$ cat src/rtl/cfg_reg_arbiter.sv
// ============================================================================
// cfg_reg_arbiter: configuration register bank shared by two requesters
// through a round-robin arbiter, with registered reads. Rev 1.0
// ============================================================================
`default_nettype none

module cfg_reg_arbiter #(
  parameter int NUM_CFG    = 16,
  parameter int REG_WIDTH  = 8,
  parameter int ADDR_WIDTH = 5
) (
  input  logic                         clk,
  input  logic                         rst,
  input  logic                         ena,
  input  logic                         a_valid,
  input  logic                         a_we,
  input  logic [ADDR_WIDTH-1:0]        a_addr,
  input  logic [REG_WIDTH-1:0]         a_wdata,
  output logic                         a_ready,
  output logic                         a_rvalid,
  output logic [REG_WIDTH-1:0]         a_rdata,
  input  logic                         b_valid,
  input  logic                         b_we,
  input  logic [ADDR_WIDTH-1:0]        b_addr,
  input  logic [REG_WIDTH-1:0]         b_wdata,
  output logic                         b_ready,
  output logic                         b_rvalid,
  output logic [REG_WIDTH-1:0]         b_rdata,
  output logic                         addr_err,
  output logic [NUM_CFG*REG_WIDTH-1:0] config_regs
);

  localparam int IDX_W = (NUM_CFG > 1) ? $clog2(NUM_CFG) : 1;
  localparam logic [ADDR_WIDTH:0] NUM_CFG_W = NUM_CFG[ADDR_WIDTH:0];

  typedef enum logic {IDLE = 1'b0, RESP = 1'b1} resp_state_t;

  logic [REG_WIDTH-1:0]  regs [NUM_CFG];
  logic                  prio;
  resp_state_t           a_state, a_state_next;
  resp_state_t           b_state, b_state_next;

  logic                  grant;
  logic                  sel_we;
  logic [ADDR_WIDTH-1:0] sel_addr;
  logic [REG_WIDTH-1:0]  sel_wdata;
  logic [IDX_W-1:0]      sel_idx;
  logic                  in_range;
  logic [REG_WIDTH-1:0]  rd_value;

  // A lone requester always wins; under contention prio picks the port.
  assign a_ready = !rst && ena && a_valid && (!b_valid || !prio);
  assign b_ready = !rst && ena && b_valid && (!a_valid ||  prio);
  assign grant   = a_ready || b_ready;

  assign sel_we    = a_ready ? a_we    : b_we;
  assign sel_addr  = a_ready ? a_addr  : b_addr;
  assign sel_wdata = a_ready ? a_wdata : b_wdata;
  assign sel_idx   = sel_addr[IDX_W-1:0];
  assign in_range  = ({1'b0, sel_addr} < NUM_CFG_W);
  assign rd_value  = in_range ? regs[sel_idx] : '0;

  always_ff @(posedge clk) begin
    if (rst) begin
      for (int k = 0; k < NUM_CFG; k++) regs[k] <= '0;
      prio     <= 1'b0;
      a_rdata  <= '0;
      b_rdata  <= '0;
      addr_err <= 1'b0;
    end else begin
      addr_err <= grant && !in_range;
      if (grant) begin
        // Pointer moves to the port that just lost (or was idle).
        prio <= a_ready;
        if (sel_we && in_range) regs[sel_idx] <= sel_wdata;
      end
      if (a_ready && !a_we) a_rdata <= rd_value;
      if (b_ready && !b_we) b_rdata <= rd_value;
    end
  end

  always_ff @(posedge clk) begin
    if (rst) begin
      a_state <= IDLE;
      b_state <= IDLE;
    end else begin
      a_state <= a_state_next;
      b_state <= b_state_next;
    end
  end

  always_comb begin
    a_state_next = IDLE;
    b_state_next = IDLE;
    if (a_ready && !a_we) a_state_next = RESP;
    if (b_ready && !b_we) b_state_next = RESP;
  end

  assign a_rvalid = (a_state == RESP);
  assign b_rvalid = (b_state == RESP);

  generate
    for (genvar k = 0; k < NUM_CFG; k++) begin : g_flat
      assign config_regs[k*REG_WIDTH +: REG_WIDTH] = regs[k];
    end
  endgenerate

endmodule

`default_nettype wire

$ cat config.mk
export PLATFORM = sky130hd
export DESIGN_NAME = cfg_reg_arbiter
export DESIGN_NICKNAME = d
export VERILOG_FILES = /design/src/rtl/cfg_reg_arbiter.sv
export SDC_FILE = /design/constraint.sdc
export NUM_CORES = 1
export LEC_CHECK = 0
export CAP_MARGIN = 40
export CELL_PAD_IN_SITES_DETAIL_PLACEMENT = 2
export CELL_PAD_IN_SITES_GLOBAL_PLACEMENT = 2
export CORE_MARGIN = 2
export CORE_UTILIZATION = 31
export DETAILED_ROUTE_END_ITERATION = 8
export GPL_TIMING_DRIVEN = 0
export PLACE_DENSITY_LB_ADDON = 0.1
export SLEW_MARGIN = 5
export SYNTH_ARGS = -nofsm -noshare
export SYNTH_HDL_FRONTEND = slang
export SYNTH_SLANG_ARGS = --single-unit
$ cat constraint.sdc
create_clock -name clk -period 2.9 [get_ports clk]
set_input_delay 0.58 -clock clk [delete_from_list [all_inputs] [get_ports clk]]
set_output_delay 0.58 -clock clk [all_outputs]
set_load 0.02 [all_outputs]
# --- Word-level counts from Yosys, hierarchy flattened ---
# Memories as Yosys holds them, arrays and structs flattened.
# Cells that the tools add are included.
totals:
  ff_bits: 20
  ram_bits: 128
  output_inout_bits: 149
  elab_cells: 43
  n_memories: 1
op_classes:
  order_cmp: 1
  n_mux: 15
  n_reduce_logical: 20
memory_table:
  columns: ["name", "words", "width", "rd", "rd_clocked_by_memory_dff", "write_ports", "line_no", "source"]
  rows:
  - ["regs", 16, 8, 17, 0, 16, "38", "logic [REG_WIDTH-1:0] regs [NUM_CFG];"]
ops:
  columns: ["op", "count"]
  rows:
  - ["8-bit 2-to-1 mux", 3]
  - ["1-bit 2-to-1 mux", 10]
  - ["1-bit logical AND", 9]
  - ["8-bit OR reduction", 1]
  - ["1-bit logical NOT", 7]
  - ["5-bit < comparator, second input constant", 1]
  - ["5-bit 2-to-1 mux", 1]
  - ["4-bit 2-to-1 mux", 1]
  - ["1-bit logical OR", 3]

# --- Depth between registers and ports, before layout ---
# Gate-level depths: netlist of run 1.
depth:
  ltp_word: 13
  mapped_depth: 10

# --- Worst setup path after synthesis of run 1 ---
# Ideal clock, no wire load.
synth_timing:
  path_type: "input port to flip-flop"
  startpoint: "input rst"
  endpoint: "memory regs[4][0], enable pin"
  setup_time_ps: 334
  t_arrival_ps: 2148
  t_required_ps: 2566
  slack_ps: 418
  cell_stages: 9
  n_path_buf: 3
  path_cell_list: "buf_2 -> nand2b_1 -> buf_4 -> nor4b_1 -> nor2b_1 -> a32o_1 -> nand2b_1 -> clkbuf_1 -> nand2b_1"
synth_lines:
  columns: ["item", "line_no", "source"]
  rows:
  - ["from (decl)", "13", "input logic rst,"]
  - ["to (decl)", "38", null]

# --- Worst setup path in the final report of run 1 ---
layout_timing:
  startpoint: "input ena"
  endpoint: "register b_rdata[5]"
layout_between:
  elab_chain_len: 6
  elab_cells_between_ends: 10
layout_lines:
  columns: ["item", "line_no", "source"]
  rows:
  - ["from (decl)", "14", "input logic ena,"]
  - ["1-bit logical AND (*)", "52, 53", null]
  - ["1-bit logical AND (2 in series)", "52", "assign a_ready = !rst && ena && a_valid && (!b_valid || !prio);"]
  - ["5-bit 2-to-1 mux", "57", "assign sel_addr = a_ready ? a_addr : b_addr;"]
  - ["memory read 16 x 8 bit or 5-bit < comparator (tied branches)", null, null]
  - ["8-bit 2-to-1 mux", "61", "assign rd_value = in_range ? regs[sel_idx] : '0;"]
  - ["to (signal assigned)", "78", "if (b_ready && !b_we) b_rdata <= rd_value;"]
  - ["to (decl)", "28", "output logic [REG_WIDTH-1:0] b_rdata,"]
# Every way passes the cells marked *; elsewhere a longest branch is shown, timed or not.
# A chain may end at the register's enable or synchronous reset.

==> results.toml, run 1 <==
[sta]
setup_tns_ns = 0
worstMarginPinSlew_ns = 0.9845
skew_ns = 0.01321
fmax_ghz = 0.3449
fin_crit_sh_pct = 99.97
setup_viol = 0
hold_violations = 0
slew_headroom_pct = 34.37
period_needed_ns = 2.899
holdWs_ns = 0.4573
rsz0062_at_grt = "true"
final_max_slew_viol_count = 0

[die]
std_cell_rows = 56
die_y_um = 158.7
ios = 182
dieArea_um2 = 25180
core_um2 = 23470
initial_core_util_pct = 31.60
fp.dieW_um = 158.7

[finish]
final_layout_size_suffix_gt1_share_pct = 16.74
fillers = 2371
area_growth_syn_to_layout_pct = 44.04
fin_nets = 917
insertedDiodeCount = 0

[global_route]
grt_pass1_wl_um = 49290
grt_pass1_vias = 7324
antenna_found_initial = 1
grt_use_total_pct = 27.71
grt_max_degree = 17
grt-ovfl-total = 0

[worst_hold_path]
hold_path_class = "register to register"
holdPathStages = 2

[pwr]
p_leak_uw = 0.003871
swShare_pct = 27.04
power.density_nw_per_um2 = 540.7
p_int_uw = 4216
p_clk_share_pct = 43.9
p_sw_uw = 1562
seqPwrFrac_pct = 42.0
peakVddDrop_mv = 0.3775
combPwrFrac_pct = 14.1

[placed_design]
port_buffers = 177
gp_congestion = 0.9181
dp_hpwl_um = 26460

[setup_path]
cp.arrival_ns = 3.20
critPathLaunchType = "input pin"
endpoint_kind = "register"
r2r_cells = 9
r2r_slack_ns = 0.38
required_ns = 3.20
cp_max_fo = 10
crit_type = "input pin to register"

[detailed_routing]
drt_iter0_drc = 633
drc = 0
via_per_inst = 5.648
wl_um = 34470
firstDrtPassIters = 5
via_count = 6862
ant_nets = 0
avgRoutedWirePerCell_um = 28.37

[synth]
synth.most_common_cell = "nor2_1"
ys_seq_area_share_pct = 57.21
synth-seq-cells = 148
mappedNetlistArea_um2 = 7418
post_synth_num_cell_types = 53
syn_inst = 680
synthTopCellsByCount = "nor2_1, edfxtp_1, o21ai_0"
ys.warnings.count = 0
synthArstFlopShare_pct = 0
syn_avg_cell_area_um2 = 10.91
synth_area_leaders = "edfxtp_1, nor2_1, mux2i_1, dfxtp_1, a32oi_1"
synth-edff-count = 128
synth_flop_cell = "edfxtp_1"
synth_top_area_cell = "edfxtp_1"
synth_nets = 713
synth_top_cell_area_share_pct = 51.81

[clock_network]
cts_hold_buf = 0
cts_buffers = 17
clock-sinks = 148
cts_tree = "done"
root_buffer = "clkbuf_16"
htree_levels = 4
clk_pin_slew_ns = 0.07
clockBufferDepth = 2
clock_latency_ns = 0.44

[job]
max_cap_violations = 0

[status]
status = "complete, no violations"
-- sequential cells by signal, summed over array words and instances, names as in the netlist --
register and count:
regs 128, a_rdata 8, b_rdata 8, a_rvalid 1
addr_err 1, b_rvalid 1, prio 1
-- final timing paths --
path	start	to
max	ena	b_rdata[5]$_SDFFE_PP0P_
min	a_rdata[5]$_SDFFE_PP0P_	a_rdata[5]$_SDFFE_PP0P_
max reg2reg	prio$_SDFFE_PP0N_	b_rdata[5]$_SDFFE_PP0P_
min reg2reg	a_rdata[5]$_SDFFE_PP0P_	a_rdata[5]$_SDFFE_PP0P_
-- final cells by class --
cell class / instances / area (µm²) / share of cell area, %
flip-flops and latches: 148 / 4244 / 39.72
multi-input cells: 467 / 3178 / 29.74
repair buffers: 191 / 1902 / 17.80
clock buffers: 18 / 429.2 / 4.016
well taps: 319 / 399.1 / 3.735
plain buffers: 51 / 281.5 / 2.635
clock inverters: 13 / 221.5 / 2.073
inverters: 8 / 30.03 / 0.2810
-- worst max-delay path: stages --
cell and delay [ns]:
clkdlybuf4s50_1 0.49, nor2b_1 0.18, buf_4 0.18, nand2_2 0.10, inv_2 0.06, buf_6 0.15, a21oi_4 0.36, clkbuf_4 0.35
a32oi_2 0.18, o211ai_1 0.42, o31ai_1 0.14
-- layout by cell type (no fill, tap or decap), types with 8 or more instances in the layout --
cell type	netlist	routed
o31ai_1	15	14
edfxtp_1	128	128
nand3b_1	9	9
nand2b_4	0	9
nand2_2	1	11
mux2i_1	43	37
nand2_1	30	20
nand2b_2	0	10
buf_4	4	17
nand3_1	43	43
o21ai_0	44	44
a22oi_1	12	12
clkbuf_16	0	17
a32oi_1	30	23
clkdlybuf4s50_1	0	174
a311oi_1	8	8
dfxtp_1	20	20
buf_2	28	18
nor2_1	141	141
clkbuf_1	23	14
-- layer usage --
layer	routed length, µm	global-route usage (%)	vias up
met4	631	7.851	0
met1	15030	37.65	3574
met2	16780	46.36	276
met3	2026	3.702	41
li1	-	-	2971
met5	0	0	-
-- cells by family after synthesis --
| family | synth area share, % |
|---|---|
| simple gates | 16.48 |
| compound gates | 14.62 |
| flops | 57.21 |
| buf+inv | 4.166 |
| mux | 7.522 |
-- repair_timing --
item	in CTS	in global routing
gates resized for setup	48	47
pin swaps	1	3
setup buffers	3	4
endpoints found under the setup margin	216	174
gates cloned	0	0
-- through the flow --
| step | utilization [%] | setup WS, ns | std cells | cell area [µm²] | power (µW) |
|---|---|---|---|---|---|
| 2_1_floorplan | - | 0.4177 | 680 | 7418 | 2824 |
| 3_3_place_gp | 40.85 | -0.9344 | 1176 | 9589 | 3185 |
| 3_5_place_dp | 41.08 | -1.019 | 1183 | 9642 | 3218 |
| 4_1_cts | 44.72 | 0.002637 | 1215 | 10500 | 5750 |
| 5_1_grt | 45.52 | -0.03934 | 1215 | 10690 | 5907 |
| 6_report | 45.52 | 0.0009430 | 1215 | 10690 | 5778 |
-- power by group through the flow --
stage               logic [µW]  clock network [µW]  registers (µW)
floorplan                  309                   0            2510
global placement           718                   0            2470
detailed placement         747                   0            2470
CTS                        785                2540            2420
global route               854                2620            2430
finish                     816                2540            2430
Power figures use the tool's default switching activity.
==> run 2, diff against run 1 <==
==> constraint.sdc (replaced) <==
create_clock -name clk -period 3.25 [get_ports clk]
set_input_delay 0.65 -clock clk [delete_from_list [all_inputs] [get_ports clk]]
set_output_delay 0.65 -clock clk [all_outputs]
set_load 0.02 [all_outputs]
==> run 2 against run 1 <==
Total power is 12% lower. Flip-flop and latch count is the same. Register-to-register slack improved by 0.17 ns. Non-clock buffer count fell by 2. Critical path depth is the same. Final cell count fell by 0.16%. Utilization fell by 1.3 points. Global-route usage down 0.21 points. Count of clock-buffer cells in the layout unchanged. Worst setup slack improved by 0.094 ns. Critical endpoint unchanged. Largest power group unchanged.
==> results.toml, run 2 (synthesis gave the netlist of run 1 again) <==
[detailed_routing]
drt_iter0_drc = 560
avgRoutedWirePerCell_um = 28.20
via_count = 6867
drc = 0
wl_um = 34200
firstDrtPassIters = 5
via_per_inst = 5.661
ant_nets = 0

[finish]
largest_reg_flops = 128
most-common-layout-cells = "clkdlybuf4s50_1, nor2_1, edfxtp_1"
top_regs = "regs (128), a_rdata (8), b_rdata (8)"
final_util_pct = 44.23
fin_nets = 915
insertedDiodeCount = 0
final_layout_size_suffix_gt1_share_pct = 13.09
fillers = 2406
layout_commonest_cell = "clkdlybuf4s50_1"
largest_register = "regs"
area_growth_syn_to_layout_pct = 39.94

[clock_network]
clock_latency_ns = 0.44
clk_pin_slew_ns = 0.06
cts_tree = "done"
root_buffer = "clkbuf_16"
cts_buffers = 17
cts_hold_buf = 0
htree_levels = 4
clockBufferDepth = 2
clock-sinks = 148

[sta]
rsz0062_at_grt = "true"
fmax_ghz = 0.3170
slew_headroom_pct = 41.04
setup_tns_ns = 0
worstMarginPinSlew_ns = 0.8843
skew_ns = 0.01517
final_max_slew_viol_count = 0
hold_violations = 0
setup_viol = 0
holdWs_ns = 0.4577
period_needed_ns = 3.155
fin_crit_sh_pct = 97.08

[placed_design]
gp_congestion = 0.9181
dp_hpwl_um = 26460
port_buffers = 177

[setup_path]
endpoint_kind = "register"
critPathLaunchType = "input pin"
cpPeakStageDelay_ns = 0.48
cp.arrival_ns = 3.45
cp_max_fo = 10
crit_type = "input pin to register"
path_cells = "clkdlybuf4s50_1 -> nor2b_1 -> buf_4 -> nand2_2 -> inv_2 -> buf_6 -> a21oi_2 -> buf_2 -> a32oi_1 -> o211ai_1 -> o31ai_1"
required_ns = 3.55
crit_path_top_delay_cell = "clkdlybuf4s50_1"

[die]
std_cell_rows = 56
initial_core_util_pct = 31.60
core_um2 = 23470
die_y_um = 158.7
fp.dieW_um = 158.7
ios = 182
dieArea_um2 = 25180

[global_route]
met2_usage_pct = 45.97
grt_util_met3_pct = 4.164
grt_use_total_pct = 27.50
busiest_layer = "met2"
grt_pass1_wl_um = 48820
grt_use_met1_pct = 37.14
grt_max_degree = 17
grt-ovfl-total = 0
grt_pass1_vias = 7262
antenna_found_initial = 1

[job]
max_cap_violations = 0

[worst_hold_path]
hold_path_class = "register to register"

[status]
status = "complete, no violations"

[pwr]
peakVddDrop_mv = 0.3140
p_leak_uw = 0.003748
power.density_nw_per_um2 = 491.8
[run 2: cell types whose count changed in the layout (fill, tap and decap cells not counted), sizes merged]
cell,before,now
clkbuf,45,39
clkdlybuf4s50,174,176
dlymetal6s2s,2,1
buf,39,42
[run 2: path summary, 6_finish.rpt]
path | slack (ns) | to | from | cells past startpoint
worst max-delay path | 0.09 | b_rdata[5]$_SDFFE_PP0P_ | ena | 11
worst min-delay path | 0.46 | a_rdata[5]$_SDFFE_PP0P_ | a_rdata[5]$_SDFFE_PP0P_ | 2
worst max register to register | 0.55 | b_rdata[5]$_SDFFE_PP0P_ | prio$_SDFFE_PP0N_ | 8
worst min register to register | 0.46 | a_rdata[5]$_SDFFE_PP0P_ | a_rdata[5]$_SDFFE_PP0P_ | 2
[run 2: critical path, delay by kind of cell]
| kind | cells | cell delay (ns) |
|---|---|---|
| AOI/OAI and AO/OA | 4 | 1.27 |
| buffers and inverters | 5 | 1.26 |
| and+or+nand+nor | 2 | 0.27 |
[run 2: where the power goes]
group | switching [µW] | internal, µW
clock | 875 | 1380
combinational | 439 | 249
sequential | 53.1 | 2110
total | 1370 | 3740
[run 2: repair_timing]
| action | in CTS | in global routing |
|---|---|---|
| gates resized for setup | 8 | 25 |
| setup endpoints to repair | 65 | 145 |
| setup buffers | 1 | 0 |
[run 2: routing by layer]
metal | routed length, µm | share of wire (%) | vias up
met1 | 14900 | 44 | 3582
met4 | 576 | 1.7 | 0
li1 | - | - | 2956
met5 | 0 | 0 | -
met3 | 2063 | 6.0 | 37
met2 | 16660 | 49 | 292
[run 2: through the flow]
| step | instances | power, µW | instance area [µm²] | setup slack (ns) |
|---|---|---|---|---|
| floorplan | 680 | 2520 | 7418 | 0.6977 |
| global placement | 1176 | 2842 | 9589 | -0.6544 |
| detailed placement | 1183 | 2871 | 9642 | -0.7387 |
| CTS | 1213 | 5106 | 10310 | 0.02588 |
| global route | 1213 | 5229 | 10380 | -0.05937 |
| finish | 1213 | 5105 | 10380 | 0.09500 |
[run 2: final cells by class]
type                    count  area (µm²)  share of cell area [%]
plain buffers              55       274.0                   2.640
flip-flops and latches    148        4244                   40.88
repair buffers            185        1834                   17.67
multi-input cells         467        2949                   28.41
clock inverters            13       221.5                   2.133
clock buffers              18       429.2                   4.134
well taps                 319       399.1                   3.845
inverters                   8       30.03                  0.2893
==> run 3, diff against run 2 <==
--- a/config.mk
+++ b/config.mk
@@ -12,8 +12,9 @@
 export CORE_UTILIZATION = 31
 export DETAILED_ROUTE_END_ITERATION = 8
 export GPL_TIMING_DRIVEN = 0
+export HOLD_SLACK_MARGIN = 0.15
 export PLACE_DENSITY_LB_ADDON = 0.1
-export SLEW_MARGIN = 5
+export SLEW_MARGIN = 25
 export SYNTH_ARGS = -nofsm -noshare
 export SYNTH_HDL_FRONTEND = slang
 export SYNTH_SLANG_ARGS = --single-unit
==> run 3 against run 2 <==
Largest cell class unchanged. Critical path depth fell by 2. Flip-flop and latch count did not move. Highest routed layer unchanged. Non-clock buffer count did not move. Die area did not move. Critical path type unchanged.
==> results.toml, run 3 (synthesis gave the netlist of run 1 again) <==
[finish]
multi_input_comb_area_um2 = 2929
largest_register = "regs"
final_cells = 1214
top_regs = "regs (128), a_rdata (8), b_rdata (8)"
area_growth_syn_to_layout_pct = 39.57
fin_nets = 915
layout_commonest_cell = "clkdlybuf4s50_1"
most-common-layout-cells = "clkdlybuf4s50_1, nor2_1, edfxtp_1"
fillers = 2424
largest_reg_flops = 128
final_layout_size_suffix_gt1_share_pct = 12.42
seqCellArea_um2 = 4244

[pwr]
power.density_nw_per_um2 = 492.5
power.total_uw = 5099
peakVddDrop_mv = 0.3096
p_leak_uw = 0.003723

[clock_network]
cts_buffers = 17
htree_levels = 4
clk_pin_slew_ns = 0.07
cts_tree = "done"
root_buffer = "clkbuf_16"
clock_latency_ns = 0.44
cts_hold_buf = 0
clockBufferDepth = 2
clock-sinks = 148

[sta]
setup_viol = 0
fmax_ghz = 0.3177
rsz0062_at_grt = "false"
period_needed_ns = 3.147
hold_violations = 0
setup_tns_ns = 0
fin_crit_sh_pct = 96.83
slew_headroom_pct = 45.17
layout_setup_ws_ns = 0.1029
worstMarginPinSlew_ns = 0.8064
skew_ns = 0.01068
final_max_slew_viol_count = 0
holdWs_ns = 0.4655

[global_route]
grt_max_degree = 17
grt-ovfl-total = 0
grt_pass1_vias = 7229
grt_pass1_wl_um = 49000
antenna_found_initial = 2
grt_use_total_pct = 27.46

[detailed_routing]
firstDrtPassIters = 5
drc = 0
wl_um = 34290
via_per_inst = 5.626
via_count = 6830
avgRoutedWirePerCell_um = 28.24
drt_iter0_drc = 596
ant_nets = 0

[die]
initial_core_util_pct = 31.60
std_cell_rows = 56
fp.dieW_um = 158.7
ios = 182
dieArea_um2 = 25180
core_um2 = 23470
die_y_um = 158.7

[setup_path]
r2r-start = "prio$_SDFFE_PP0N_"
required_ns = 3.34
cp_max_fo = 10
endpoint_kind = "register"
crit_type = "input pin to register"
r2r_cells = 8
rr_endpoint = "b_rdata[4]$_SDFFE_PP0P_"
r2r_slack_ns = 0.57
cp.arrival_ns = 3.24
critPathLaunchType = "input pin"

[placed_design]
dp_hpwl_um = 26130
gp_congestion = 0.9181
dp_slack_ns = -0.6714
dp_cells = 1181
port_buffers = 177

[worst_hold_path]
holdPathStages = 2
hold_path_class = "register to register"
hp-start = "a_rdata[6]$_SDFFE_PP0P_"
whs_endpoint = "a_rdata[6]$_SDFFE_PP0P_"

[job]
max_cap_violations = 0

[status]
status = "complete, no violations"
## run 3: cell types whose count changed in the layout (fill, tap and decap cells not counted), sizes merged
cell / before / now
clkinv: 2 / 1
clkinvlp: 1 / 2
diode: 0 / 1
## run 3: report_power, final
part	total, µW	internal (µW)	switching, µW
Combinational	684	246	439
Sequential	2160	2110	53.0
Clock	2250	1380	875
## run 3: repair_timing
item,CTS,global route
pin swaps,0,0
setup buffers,2,0
setup endpoints to repair,81,146
resized for setup,11,13
## run 3: through the flow
| step | instance area (µm²) | util [%] |
|---|---|---|
| after global placement | 9589 | 40.85 |
| final | 10350 | 44.11 |
| after detailed placement | 9627 | 41.01 |
| after floorplan | 7418 | - |
| after CTS | 10310 | 43.94 |
| after global routing | 10350 | 44.10 |
## run 3: critical path: stages
cell             delay, ns
clkdlybuf4s50_1       0.42
buf_2                 0.19
nand2b_1              0.16
buf_4                 0.19
nor4b_2               0.30
nand3_1               0.19
o22ai_2               0.41
nand2_1               0.32
nand2b_1              0.40
## run 3: worst max-delay path by stage
stage                     startpoint                   endpoint  slack [ns]  cells past startpoint
final                            rst  regs[11][3]$_SDFFCE_PN0P_        0.10                      9
after global routing             rst  regs[11][3]$_SDFFCE_PN0P_      0.0007                      9
after CTS                        rst  regs[11][3]$_SDFFCE_PN0P_        0.02                      9
after detailed placement     a_valid   regs[0][1]$_SDFFCE_PN0P_       -0.67                      7
after global placement       a_valid   regs[2][4]$_SDFFCE_PN0P_       -0.65                      7
after floorplan                  rst   regs[4][0]$_SDFFCE_PN0P_        0.70                      9
## run 3: final cells by class
class | instances | share of cell area [%]
diodes | 1 | 0.02417
plain buffers | 55 | 2.659
clock buffers | 18 | 4.145
clock inverters | 13 | 2.127
inverters | 8 | 0.2900
multi-input cells | 467 | 28.29
flip-flops and latches | 148 | 40.99
well taps | 319 | 3.855
repair buffers | 185 | 17.62
## run 3: metal layers
layer  up-vias  routed length, µm  global-route usage (%)
met2       287              16750                   46.16
met4         0                646                   7.679
met5         -                  0                       0
met3        38               2070                   4.328
li1       2955                  -                       -
met1      3550              14820                   36.75
